<file path="src/rtl/div_check_seq.sv">
// Digit-serial BCD divisibility checker (divide-by-11 or divide-by-3).
// Walks the operand MSD-first, one digit per clock, and hands off a registered result.
module div_check_seq #(
    parameter int NDIG = 4
) (
    input  logic              clk,
    input  logic              rst_n,
    input  logic              in_valid,
    output logic              in_ready,
    input  logic [4*NDIG-1:0] in_digits,
    input  logic              in_div11,
    output logic              out_valid,
    input  logic              out_ready,
    output logic              out_div,
    output logic [3:0]        out_rem,
    output logic              out_err,
    output logic              busy,
    output logic [7:0]        pass_cnt,
    output logic [1:0]        dbg_state
);

    // Handshakes: a transfer happens on a rising edge where valid && ready are both high.
    // in_ready and out_valid are pure state decodes, so neither depends on the opposite side.

    localparam int IW = (NDIG > 1) ? $clog2(NDIG) : 1;

    typedef enum logic [1:0] {
        IDLE = 2'd0,
        RUN  = 2'd1,
        DONE = 2'd2
    } state_t;

    state_t            state;
    logic [4*NDIG-1:0] digits;
    logic              div11;
    logic [IW-1:0]     idx;
    logic [3:0]        res;
    logic              err;

    logic [3:0]        d;
    logic [6:0]        acc;
    logic [3:0]        nxt_res;
    logic              nxt_err;

    // Residue step: (10*res + d) mod M; acc tops out at 10*10+15 = 115.
    always_comb begin
        d       = digits[{idx, 2'b00} +: 4];
        acc     = 7'd10 * {3'b000, res} + {3'b000, d};
        nxt_res = div11 ? 4'(acc % 7'd11) : 4'(acc % 7'd3);
        nxt_err = err | (d > 4'd9);
    end

    always_ff @(posedge clk or negedge rst_n) begin
        if (!rst_n) begin
            state    <= IDLE;
            digits   <= '0;
            div11    <= 1'b0;
            idx      <= '0;
            res      <= '0;
            err      <= 1'b0;
            out_div  <= 1'b0;
            out_rem  <= '0;
            out_err  <= 1'b0;
            pass_cnt <= '0;
        end else begin
            case (state)
                IDLE: begin
                    if (in_valid) begin
                        digits <= in_digits;
                        div11  <= in_div11;
                        res    <= '0;
                        err    <= 1'b0;
                        idx    <= IW'(NDIG - 1);
                        state  <= RUN;
                    end
                end
                RUN: begin
                    res <= nxt_res;
                    err <= nxt_err;
                    if (idx == '0) begin
                        out_div <= (nxt_res == 4'd0) && !nxt_err;
                        out_rem <= nxt_res;
                        out_err <= nxt_err;
                        state   <= DONE;
                    end else begin
                        idx <= idx - 1'b1;
                    end
                end
                DONE: begin
                    if (out_ready) begin
                        if (out_div) pass_cnt <= pass_cnt + 8'd1;
                        state <= IDLE;
                    end
                end
                default: state <= IDLE;
            endcase
        end
    end

    assign in_ready  = (state == IDLE);
    assign out_valid = (state == DONE);
    assign busy      = (state != IDLE);
    assign dbg_state = state;

endmodule

</file>
<file path="config.mk">
export PLATFORM = sky130hd
export DESIGN_NAME = div_check_seq
export DESIGN_NICKNAME = d
export VERILOG_FILES = /design/src/rtl/div_check_seq.sv
export SDC_FILE = /design/constraint.sdc
export NUM_CORES = 1
export LEC_CHECK = 0
export BUFFER_PORTS_ARGS = -buffer_cell sky130_fd_sc_hd__buf_2
export CORE_MARGIN = 5
export CORE_UTILIZATION = 55
export CTS_CLUSTER_SIZE = 16
export DETAILED_ROUTE_END_ITERATION = 7
export PLACE_DENSITY = 0.85
export SYNTH_ARGS = -nofsm -noshare
export SYNTH_HDL_FRONTEND = slang
export SYNTH_SLANG_ARGS = --single-unit
</file>
<file path="constraint.sdc">
create_clock -name clk -period 14.57 [get_ports clk]
set_clock_uncertainty 0.15 [all_clocks]
set_input_delay 2.914 -clock clk [delete_from_list [all_inputs] [get_ports clk]]
set_output_delay 2.914 -clock clk [all_outputs]
set_load 0.01 [all_outputs]
</file>
# Word level (Yosys, flattened, before mapping)
# Cells that the tools add are included.
# op_classes
n_addsub	3
n_mul	1
div	2
mux	12
n_shift	1
n_eq_ne	6
n_reduce_logical	13
bitwise_logic	1
order_cmp	1
# op_table
cell	n
16-bit by 5-bit indexed part select with 4-bit output	1
2-bit 2-to-1 mux	5
3-bit AND reduction	3
8-bit by 1-bit adder with 8-bit output (second input constant)	1
4-bit 2-to-1 mux	2
4-bit case mux with 2 select lines	1
7-bit by 4-bit adder with 7-bit output	1
7-bit by 2-bit remainder unit with 7-bit output (second input constant)	1
7-bit by 4-bit remainder unit with 7-bit output (second input constant)	1
3-bit by 4-bit multiplier with 6-bit output (first input constant)	1
2-bit inequality test (second input constant)	3
2-bit case mux with 3 select lines	1
2-bit AND reduction	3
4-bit > comparator (second input constant)	1
2-bit zero test	2
4-bit zero test	1
2-bit case mux with 2 select lines	1
2-bit nonzero test	2
2-bit by 1-bit equality test with 1-bit output (second input constant)	1
2-bit equality test (second input constant)	1
2-bit by 1-bit inequality test with 1-bit output (second input constant)	1
1-bit case mux with 2 select lines	1
2-bit by 1-bit subtractor with 2-bit output (second input constant)	1
1-bit logical AND	1
3 further kinds	3
# word_totals
in_bits	21
regBits	40
output_inout_bits	19
elab_cells	50

# Depth between registers and ports, before layout
# Gate-level depths: netlist (run 1).
# depth
depth_word	6
depth_mapped	33
ltp_nobuf	32

# Least setup slack after synthesis (run 1)
# OpenSTA, ideal clock, no wires.
# synth_timing
path_kind	register to register
start	register idx[0]
end	register out_div
setup_ns	0.092
path_slack_ns	7.137
n_path_buf	1
arrival_time_ns	7.191
path_stages_with_launch	31
path_cell_list	dfrtp_1 -> clkbuf_1 -> mux4_2 -> ha_1 -> fa_1 -> a21o_2 -> mux2i_1 -> a222oi_1 -> nand3_1 -> mux2i_1 -> ha_1 -> o21a_1 -> or3_1 -> mux2i_1 -> inv_1 -> ha_1 -> inv_1 -> a221o_1 -> a211oi_2 -> nor3_2 -> nor2_1 -> xnor2_1 -> ha_1 -> nand2_1 -> nor2_1 -> o31a_1 -> a211oi_1 -> o21a_1 -> mux2_4 -> a2111o_1 -> o31ai_2
# synth_via
elab_chain_len	6
elab_cells_between_ends	12
cone_classes	add/sub: 1; div: 2; order compare: 1; shift: 1; mux: 1; bitwise: 1; reduce/logical: 5
# synth_rtl
element	line_no	text
from (decl)	36	logic [IW-1:0] idx;
from (signal assigned)	73	idx <= IW'(NDIG - 1);
from (signal assigned)	86	idx <= idx - 1'b1;
16-bit by 5-bit indexed part select with 4-bit output	47	d = digits[{idx, 2'b00} +: 4];
7-bit by 4-bit adder with 7-bit output	48	acc = 7'd10 * {3'b000, res} + {3'b000, d};
7-bit by 2-bit remainder unit with 7-bit output / 7-bit by 4-bit remainder unit with 7-bit output (equally long branches)	49	nxt_res = div11 ? 4'(acc % 7'd11) : 4'(acc % 7'd3);
4-bit 2-to-1 mux	49	
4-bit zero test	81	out_div <= (nxt_res == 4'd0) && !nxt_err;
1-bit logical AND	81	
to (signal assigned)	81	
to (decl)	14	output logic out_div,
# Several ways; a longest one is shown, not always the timed one.
# A chain may end at the register's enable or synchronous reset.

# Worst setup path in the final report (run 1)
# Ends and elaborated chain as after synthesis.

==> impl_results.md, run 1 <==
* R2r setup slk at 6520 ps
* Post-synth EDFFs at 0
* YS warnings at 0
* Reg-to-reg critical path startpoint: idx[0]
* Vias per inst at 6.18
* GRT overflow at 0
* Die area at 6910 sq um
* GPL Wtd Cong at 0.879
* First drt pass iteration count at 4
* Hold WC Path Type: reg -> reg
* Synth-to-layout area growth at 10.6%
* Compound-cell area share of the yosys netlist at 18.9%
* Die X at 83.1 microns
* Die Y at 83.1 microns
* Layout net count at 370
* CP most frequent cell: ha_1
* Post-CTS Setup Inserts at 0
* Setup crit end kind: register
* Ys flop type: dfrtp_1
* IO buf count at 39
* Final min period at 8050 ps
* Largest net degree at the start of global routing at 41
* Hold Vio Cnt, Final at 0
* Filler cells at 424
* Synth Area in Adders at 7.31%
* Initial Util at 57.3%
* Clk slew on worst S/H paths at 90 ps
* CTS Hold Bufs at 0
* CTS Buf Count at 5
* Antenna-violating nets left at 0
* Post-synthesis xor/xnor area fraction at 7.06%
* Setup TNS at 0 ps
* Hold depth at 2
* Most frequent cell after synthesis: dfrtp_1
* Synthesized area at 2940 sq um
* CTS Buffer Depth at 2
* Clock insertion delay at the later pin of the skew report at 290 ps
* Register area share after synthesis at 34.0%
* Post-Syn Instances at 299
* I/O pin cnt at 40
* Startpoint Class: register
* Pins Over Slew Limit at 0
* Worst-margin pin slew at 867 ps
* Synthesized flop and latch total at 40
* Syn_area_per_cell at 9.84 sq um
* Final wirelength at 6.91 mm
* Syn nets at 336
* Crit Path Class: reg -> reg
* DR iter-0 viols at 211
* FFs w/ async S/R, synth at 100%
* DPL Wire Length at 5.04 mm
* RSZ-0062 raised after global routing: no
* Final setup violation count at 0
* Via count at 2498
* Reg2Reg Depth at 28
* Root buffer cell: clkbuf_8
* Htree depth at 2
* HP Start: out_rem[1]
* Post-Synth Simple-Gate Area at 15.8%
* Leading area contributor after synthesis: dfrtp_1
* DP Worst Slack at 6640 ps
* Vias in the first global route at 2568
* Mux cell area share after synthesis at 13.2%
* Top post-synthesis cells by area: dfrtp_1 34%, mux2_2 6.9%, ha_1 6.0%, xnor2_1 4.2%, nand2_1 3.2%
* Placed Instance Area at 3170 sq um
* Fmax achieved at 124 MHz
* Post-route setup slack at 6520 ps
* Endpoint, Worst Hold: out_rem[1]
* DRC Markers at 0
* Yosys top cell area share at 34.0%
* Clk sinks at 40
* CTS tree: built
* Worst-path fanout max at 6
* Antenna cells at 0
* Worst path slowest cell: mux4_2
* GRT Util Overall at 20.7%
* Share of post-route cells with drive strength above 1 at 25.4%
* First-pass GRT wire length at 12.0 mm
* Most frequent cells after synthesis: 40 x dfrtp_1, 25 x nand2_1, 18 x mux2_2
* CP max stage delay at 570 ps
* Core footprint at 5140 sq um
* Worst EP required at 14630 ps
* Worst relative slew slack at 42.2%
* Final period util at 55.2%
* CP Data Arrival Time at 8110 ps
* Reg-to-reg endpoint: out_div
* Cell area after layout at 3260 sq um
* Site Rows at 26
* Post-synth cell types at 69
* Status: finished, final reports clean
* Max_cap viols at 0
* Post-CTS sizing at 0
* Initial antenna violation count at 0
* WL per Instance at 17.1 microns
* Largest family of logic cells by synthesized area: compound AO/OA/AOI/OAI gates
==> how the worst max path moves through the flow <==
stage | startpoint | to | slack, ps | cells past startpoint
floorplan | idx[0] | out_div | 7140 | 30
global placement | res[3] | out_div | 6860 | 30
detailed placement | idx[0] | out_div | 6640 | 28
CTS | idx[0] | out_div | 6590 | 28
global route | idx[0] | out_div | 6000 | 28
finish | idx[0] | out_div | 6520 | 28
==> worst max-delay path: cells and delay by family, from the launching register on <==
family | cells | cell delay [ps]
adder cells (fa/ha/maj) | 4 | 1370
AND/OR/NAND/NOR | 5 | 870
XOR/XNOR | 1 | 160
buffers and inverters | 2 | 160
AO/OA/AOI/OAI | 12 | 3480
multiplexers | 4 | 1230
flip-flops | 1 | 520
==> area by class of cell <==
class	instances	area, sq um	area share, %
multi-input combinational	233	1830	56.3
clock inverter	3	18.8	0.576
sequential	40	1000	30.7
timing repair buffer	39	195	6.00
tap	70	87.6	2.69
clock buffer	5	68.8	2.11
inverter	14	52.6	1.61
==> cell families after synthesis <==
group / after synthesis
and+or+nand+nor: 88
muxes: 31
adders and majority gates: 16
AOI/OAI and AO/OA: 77
xor gates and xnor gates: 21
buffers and inverters: 26
DFF: 40
==> registers in the layout, indices dropped and copies added (netlist names) <==
name and flops:
out_div 1, err 1, out_rem 4, div11 1, pass_cnt 8, out_err 1
digits 16, res 4, idx 2, dbg_state 2
==> placed cells by master, fill, tap and decap left out, types with 3 or more instances in the layout <==
master     n
dfrtp_1   40
buf_2     39
nand2_1   25
mux2_2    18
o21ai_0   16
xnor2_1   14
inv_1     14
nor2_1    14
ha_1      14
a21oi_1   11
nand2b_1   8
mux2i_1    8
nor3_1     6
nand3_1    5
xor2_1     5
clkbuf_8   5
mux4_2     4
and2_1     4
a21o_1     4
a211oi_1   4
a31oi_1    4
o21a_1     4
nor4_1     3
nand4_1    3
or3_1      3
and3_1     3
==> metrics by stage <==
| stage | utilization [%] | hold slack, ps | instances |
|---|---|---|---|
| global route | 63.3 | 370 | 404 |
| detailed placement | 61.6 | 322 | 396 |
| CTS | 63.3 | 341 | 404 |
| global placement | 61.6 | 304 | 396 |
| floorplan | - | 325 | 299 |
| finish | 63.3 | 340 | 404 |
==> routing by layer <==
metal | GRT usage [%] | wire [microns]
met5 | 0 | 0
met3 | 3.66 | 360
met1 | 24.7 | 2840
met2 | 36.8 | 3560
met4 | 7.73 | 148
Power of run 1 is not shown: default switching activity piles up to over one toggle a cycle in this logic, so the estimate is an artifact.
==> inputs of run 2 (changes only) <==
- clock period: 14.57 -> 7.9 ns (I/O delays scaled with it)
==> run 2 against run 1 <==
Via count hardly changed. Final area is 5.2% higher. Hold slack worse by 14 ps. Cell count is 2.5% higher. Die area stayed put. Non-clock buffer count is 10 higher. Core utilization is 3.3 points higher. Clock-buffer cell count stayed put. Global-route usage is 0.66 points lower. Register-to-register slack worse by 6200 ps. Critical path depth is 2 higher. Wire length is 0.33% higher. Critical path type unchanged. Largest cell class unchanged.
==> impl_results.md, run 2 (same netlist as run 1, synthesis figures left out) <==
* Status: finished, final reports clean (unchanged)
* Most frequent cells in the layout: 39 x buf_2, 37 x dfrtp_1, 25 x nand2_1 (was 40 x dfrtp_1, 39 x buf_2, 25 x nand2_1)
* CP max stage delay at 540 ps (was 570 ps)
* DPL Wire Length at 4.94 mm (was 5.04 mm)
* Clk slew on worst S/H paths at 90 ps (about the same)
* CTS tree: built (unchanged)
* Final period util at 96.0% (was 55.2%)
* Crit Path Class: reg -> reg (unchanged)
* Pins Over Slew Limit at 0 (unchanged)
* Die area at 6910 sq um (unchanged)
* Final min period at 7590 ps (was 8050 ps)
* Post-route setup slack at 314 ps (was 6520 ps)
* Biggest regs: digits (16), pass_cnt (8) (unchanged)
* Layout net count at 380 (was 370)
* Vias in the first global route at 2439 (was 2568)
* CP Data Arrival Time at 7660 ps (was 8110 ps)
* Antenna-violating nets left at 0 (unchanged)
* Post-route insts no fill at 414 (was 404)
* Worst EP required at 7970 ps (was 14630 ps)
* Synth-to-layout area growth at 16.4% (was 10.6%)
* IO buf count at 39 (unchanged)
* Root buffer cell: clkbuf_8 (unchanged)
* I/O pin cnt at 40 (unchanged)
* Share of post-route cells with drive strength above 1 at 31.4% (was 25.4%)
* WL per Instance at 16.7 microns (was 17.1 microns)
* Initial Util at 57.3% (unchanged)
* Placed Instances at 399 (was 396)
* Final setup violation count at 0 (unchanged)
* Clock insertion delay at the later pin of the skew report at 300 ps (was 290 ps)
* Die X at 83.1 microns (unchanged)
* Die Y at 83.1 microns (unchanged)
* Site Rows at 26 (unchanged)
* Largest net degree at the start of global routing at 41 (unchanged)
* Clk sinks at 40 (unchanged)
* GPL Wtd Cong at 0.918 (was 0.879)
* Htree depth at 2 (unchanged)
* Worst relative slew slack at 42.9% (was 42.2%)
* Max FFs per register at 16 (unchanged)
* Most common cell after layout, fill and taps aside: buf_2 (was dfrtp_1)
* GRT overflow at 0 (unchanged)
* Fmax achieved at 132 MHz (was 124 MHz)
* Worst-margin pin slew at 857 ps (was 867 ps)
* DP Worst Slack at 23.8 ps (was 6640 ps)
* Hold Vio Cnt, Final at 0 (unchanged)
* GRT Util Overall at 20.0% (was 20.7%)
* Via count at 2500 (was 2498)
* Max_cap viols at 0 (unchanged)
* CTS Buffer Depth at 2 (unchanged)
* Initial antenna violation count at 0 (unchanged)
* Setup crit end kind: register (unchanged)
* CTS Hold Bufs at 0 (unchanged)
* Vias per inst at 6.04 (was 6.18)
* Core footprint at 5140 sq um (unchanged)
* Biggest register: digits (unchanged)
* Startpoint Class: register (unchanged)
* CTS Buf Count at 5 (unchanged)
* Worst path slowest cell: mux4_2 (unchanged)
* Hold WC Path Type: reg -> reg (unchanged)
* Final wirelength at 6.93 mm (was 6.91 mm)
* CP most frequent cell: ha_1 (unchanged)
* Worst-path fanout max at 6 (unchanged)
* First drt pass iteration count at 4 (unchanged)
* DRC Markers at 0 (unchanged)
* First-pass GRT wire length at 11.6 mm (was 12.0 mm)
* DR iter-0 viols at 207 (was 211)
* Antenna cells at 0 (unchanged)
-- run 2: layer usage --
| layer | routed length [microns] | vias to the layer above | global-route usage (%) | part of all wire, % |
|---|---|---|---|---|
| li1 | - | 1201 | - | - |
| met3 | 291 | 17 | 3.27 | 4.2 |
| met2 | 3510 | 68 | 35.2 | 51 |
| met1 | 2980 | 1214 | 25.0 | 43 |
| met4 | 156 | 0 | 6.24 | 2.3 |
| met5 | 0 | - | 0 | 0 |
-- run 2: final timing paths --
check / startpoint / slack (ps) / endpoint / cells past startpoint
setup / recovery: idx[0] / 310 / out_div / 30
hold / removal: pass_cnt[7] / 330 / pass_cnt[7] / 1
setup reg to reg: idx[0] / 310 / out_div / 30
hold reg to reg: pass_cnt[7] / 330 / pass_cnt[7] / 1
max in group asynchronous: rst_n / 5770 / idx[0] / 1
min in group asynchronous: rst_n / 1220 / pass_cnt[0] / 1
-- run 2: area by class of cell --
class / instances / area (sq um)
clock buffers: 5 / 68.8
multi-input cells: 233 / 1890
repair buffers: 49 / 270
fillers: 407 / 1720
flip-flops and latches: 40 / 1000
well taps: 70 / 87.6
inverters: 14 / 52.6
clock inverters: 3 / 46.3
-- run 2: per-stage QoR --
step                      TNS (ps)  util, %  hold WS [ps]  area (sq um)
after floorplan                  0        -           325          2940
after global placement           0     62.1           305          3190
after detailed placement         0     62.1           314          3190
after CTS                        0     64.3           326          3310
after global routing          -232     66.6           349          3420
final                            0     66.6           326          3420
-- run 2: timing repair --
| action | 4_1_cts | 5_1_grt |
|---|---|---|
| pin swaps | 1 | 4 |
| buffers inserted | 0 | 7 |
| resized for setup | 0 | 16 |
| setup endpoints to repair | 1 | 9 |
-- run 2: critical path, delay by kind of cell (launching register included) --
| kind | cells | cell delay (ps) |
|---|---|---|
| AND/OR/NAND/NOR | 6 | 1010 |
| multiplexers | 5 | 1430 |
| flip-flops | 1 | 440 |
| AO/OA/AOI/OAI | 10 | 2410 |
| adder cells (fa/ha/maj) | 5 | 1600 |
| XOR/XNOR | 1 | 100 |
| buffers and inverters | 3 | 350 |
Power of run 2 is left out for the same reason.
==> inputs of run 3 (changes only) <==
- CORE_ASPECT_RATIO: unset -> 0.8
==> run 3 against run 2 <==
Via count up 2.4%. Final area up 0.29%. Core utilization up 0.80 points. Cell count down 1.2%. Sequential cell count unchanged. Die area up 0.14%. Fmax down 1.9%. Clock-buffer cell count up 1. Sequential share of layout area down 0.086 points.
==> impl_results.md, run 3 (same netlist as run 1, synthesis figures left out) <==
* Status: finished, final reports clean (unchanged)
* Synth-to-layout area growth at 16.7% (was 16.4%)
* Setup TNS at 0 ps (unchanged)
* Setup crit end kind: register (unchanged)
* DPL Wire Length at 5.06 mm (was 4.94 mm)
* Max FFs per register at 16 (unchanged)
* Gr busiest metal: met2 (unchanged)
* Met1 GRT Util at 27.4% (was 25.0%)
* Crit. Startpoint: res[1] (was idx[0])
* IO buf count at 39 (unchanged)
* Worst path slowest cell: fa_2 (was mux4_2)
* CTS Buf Count at 5 (unchanged)
* Vias per inst at 6.26 (was 6.04)
* GPL Wtd Cong at 0.938 (was 0.918)
* CTS Buffer Depth at 2 (unchanged)
* Worst EP required at 7960 ps (was 7970 ps)
* Hold WC Path Type: reg -> reg (unchanged)
* Die X at 91.8 microns (was 83.1 microns)
* Startpoint Class: register (unchanged)
* GRT Util Overall at 20.2% (was 20.0%)
* Filler cells at 403 (was 407)
* Initial antenna violation count at 0 (unchanged)
* Site Rows at 23 (was 26)
* Buffers and inverters on the worst path at 3 (unchanged)
* CTS Hold Bufs at 0 (unchanged)
* Clk slew on worst S/H paths at 80 ps (was 90 ps)
* Layout net count at 383 (was 380)
* Most frequent cells in the layout: 39 x buf_2, 37 x dfrtp_1, 25 x nand2_1 (unchanged)
* CP max stage delay at 560 ps (was 540 ps)
* First drt pass iteration count at 5 (was 4)
* Placed Instances at 391 (was 399)
* Fmax achieved at 129 MHz (was 132 MHz)
* WL per Instance at 17.6 microns (was 16.7 microns)
* Final setup violation count at 0 (unchanged)
* CTS tree: built (unchanged)
* First-pass GRT wire length at 11.3 mm (was 11.6 mm)
* Die area at 6920 sq um (was 6910 sq um)
* Clock insertion delay at the later pin of the skew report at 290 ps (was 300 ps)
* CP most frequent cell: ha_1 (unchanged)
* Vias in the first global route at 2405 (was 2439)
* Root buffer cell: clkbuf_8 (unchanged)
* Antenna cells at 0 (unchanged)
* Worst-margin pin slew at 904 ps (was 857 ps)
* DRC Markers at 0 (unchanged)
* Crit Path Class: reg -> reg (unchanged)
* Delay-heaviest family, CP: compound AO/OA/AOI/OAI gates (unchanged)
* CP Data Arrival Time at 7790 ps (was 7660 ps)
* I/O pin cnt at 40 (unchanged)
* Antenna-violating nets left at 0 (unchanged)
* Final wirelength at 7.22 mm (was 6.93 mm)
* Most common cell after layout, fill and taps aside: buf_2 (unchanged)
* Die Y at 75.4 microns (was 83.1 microns)
* Post-route insts no fill at 409 (was 414)
* Met3 Use GR at 3.85% (was 3.27%)
* Core footprint at 5090 sq um (was 5140 sq um)
* Biggest regs: digits (16), pass_cnt (8) (unchanged)
* Final min period at 7730 ps (was 7590 ps)
* Htree depth at 2 (unchanged)
* Worst-path fanout max at 8 (was 6)
* Multi-input logic area at 1910 sq um (was 1890 sq um)
* Pins Over Slew Limit at 0 (unchanged)
* Largest net degree at the start of global routing at 41 (unchanged)
* Final period util at 97.9% (was 96.0%)
* Routing usage on met2 at 35.1% (was 35.2%)
* Hold Vio Cnt, Final at 0 (unchanged)
* Sequential Area at 1000 sq um (unchanged)
* GRT overflow at 0 (unchanged)
* Share of post-route cells with drive strength above 1 at 32.6% (was 31.4%)
* Max_cap viols at 0 (unchanged)
* HP Start: pass_cnt[7] (unchanged)
* Via count at 2560 (was 2500)
* Worst relative slew slack at 39.7% (was 42.9%)
* Biggest register: digits (unchanged)
* Clk sinks at 40 (unchanged)
* Initial Util at 57.8% (was 57.3%)
* Reg-to-reg critical path startpoint: res[1] (was idx[0])
* DR iter-0 viols at 182 (was 207)
==> run 3: repair_timing <==
action / in CTS / in global routing
gates resized for setup: 2 / 19
pin swaps: 1 / 6
setup buffers: 1 / 9
endpoints found under the setup margin: 1 / 9
==> run 3: final timing paths <==
path / endpoint / slack [ps] / cells after the start
max: out_div / 170 / 31
min reg2reg: pass_cnt[7] / 330 / 1
max reg2reg: out_div / 170 / 31
min in group asynchronous: out_err / 1250 / 1
min: pass_cnt[7] / 330 / 1
max in group asynchronous: idx[0] / 5760 / 1
==> run 3: through the flow <==
step	cell area [sq um]	setup slack [ps]	utilization (%)	hold slack, ps
floorplan	2940	467	-	325
finish	3430	167	67.4	326
global placement	3180	310	62.4	306
global route	3430	-157	67.4	357
detailed placement	3180	-129	62.4	312
CTS	3290	0.365	64.6	327
==> run 3: cell type report <==
class | instances | area share [%]
timing repair buffer | 52 | 8.52
sequential | 40 | 29.3
tap | 62 | 2.26
inverter | 14 | 1.53
clock buffer | 6 | 2.40
multi-input combinational | 233 | 55.6
clock inverter | 2 | 0.401
==> run 3: worst reg2reg max path: cells and delay by family (launching register included) <==
kind | cells | cell delay, ps
compound gates | 12 | 2650
buf+inv | 3 | 350
flops | 1 | 460
fa+ha+maj | 6 | 1990
xor+xnor | 1 | 170
simple gates | 6 | 1110
mux | 3 | 770
==> run 3: routing by layer <==
metal | wire [microns] | vias up
li1 | - | 1197
met2 | 3500 | 101
met4 | 55 | 0
met5 | 0 | -
met3 | 537 | 10
met1 | 3120 | 1252
Power of run 3 is left out for the same reason.
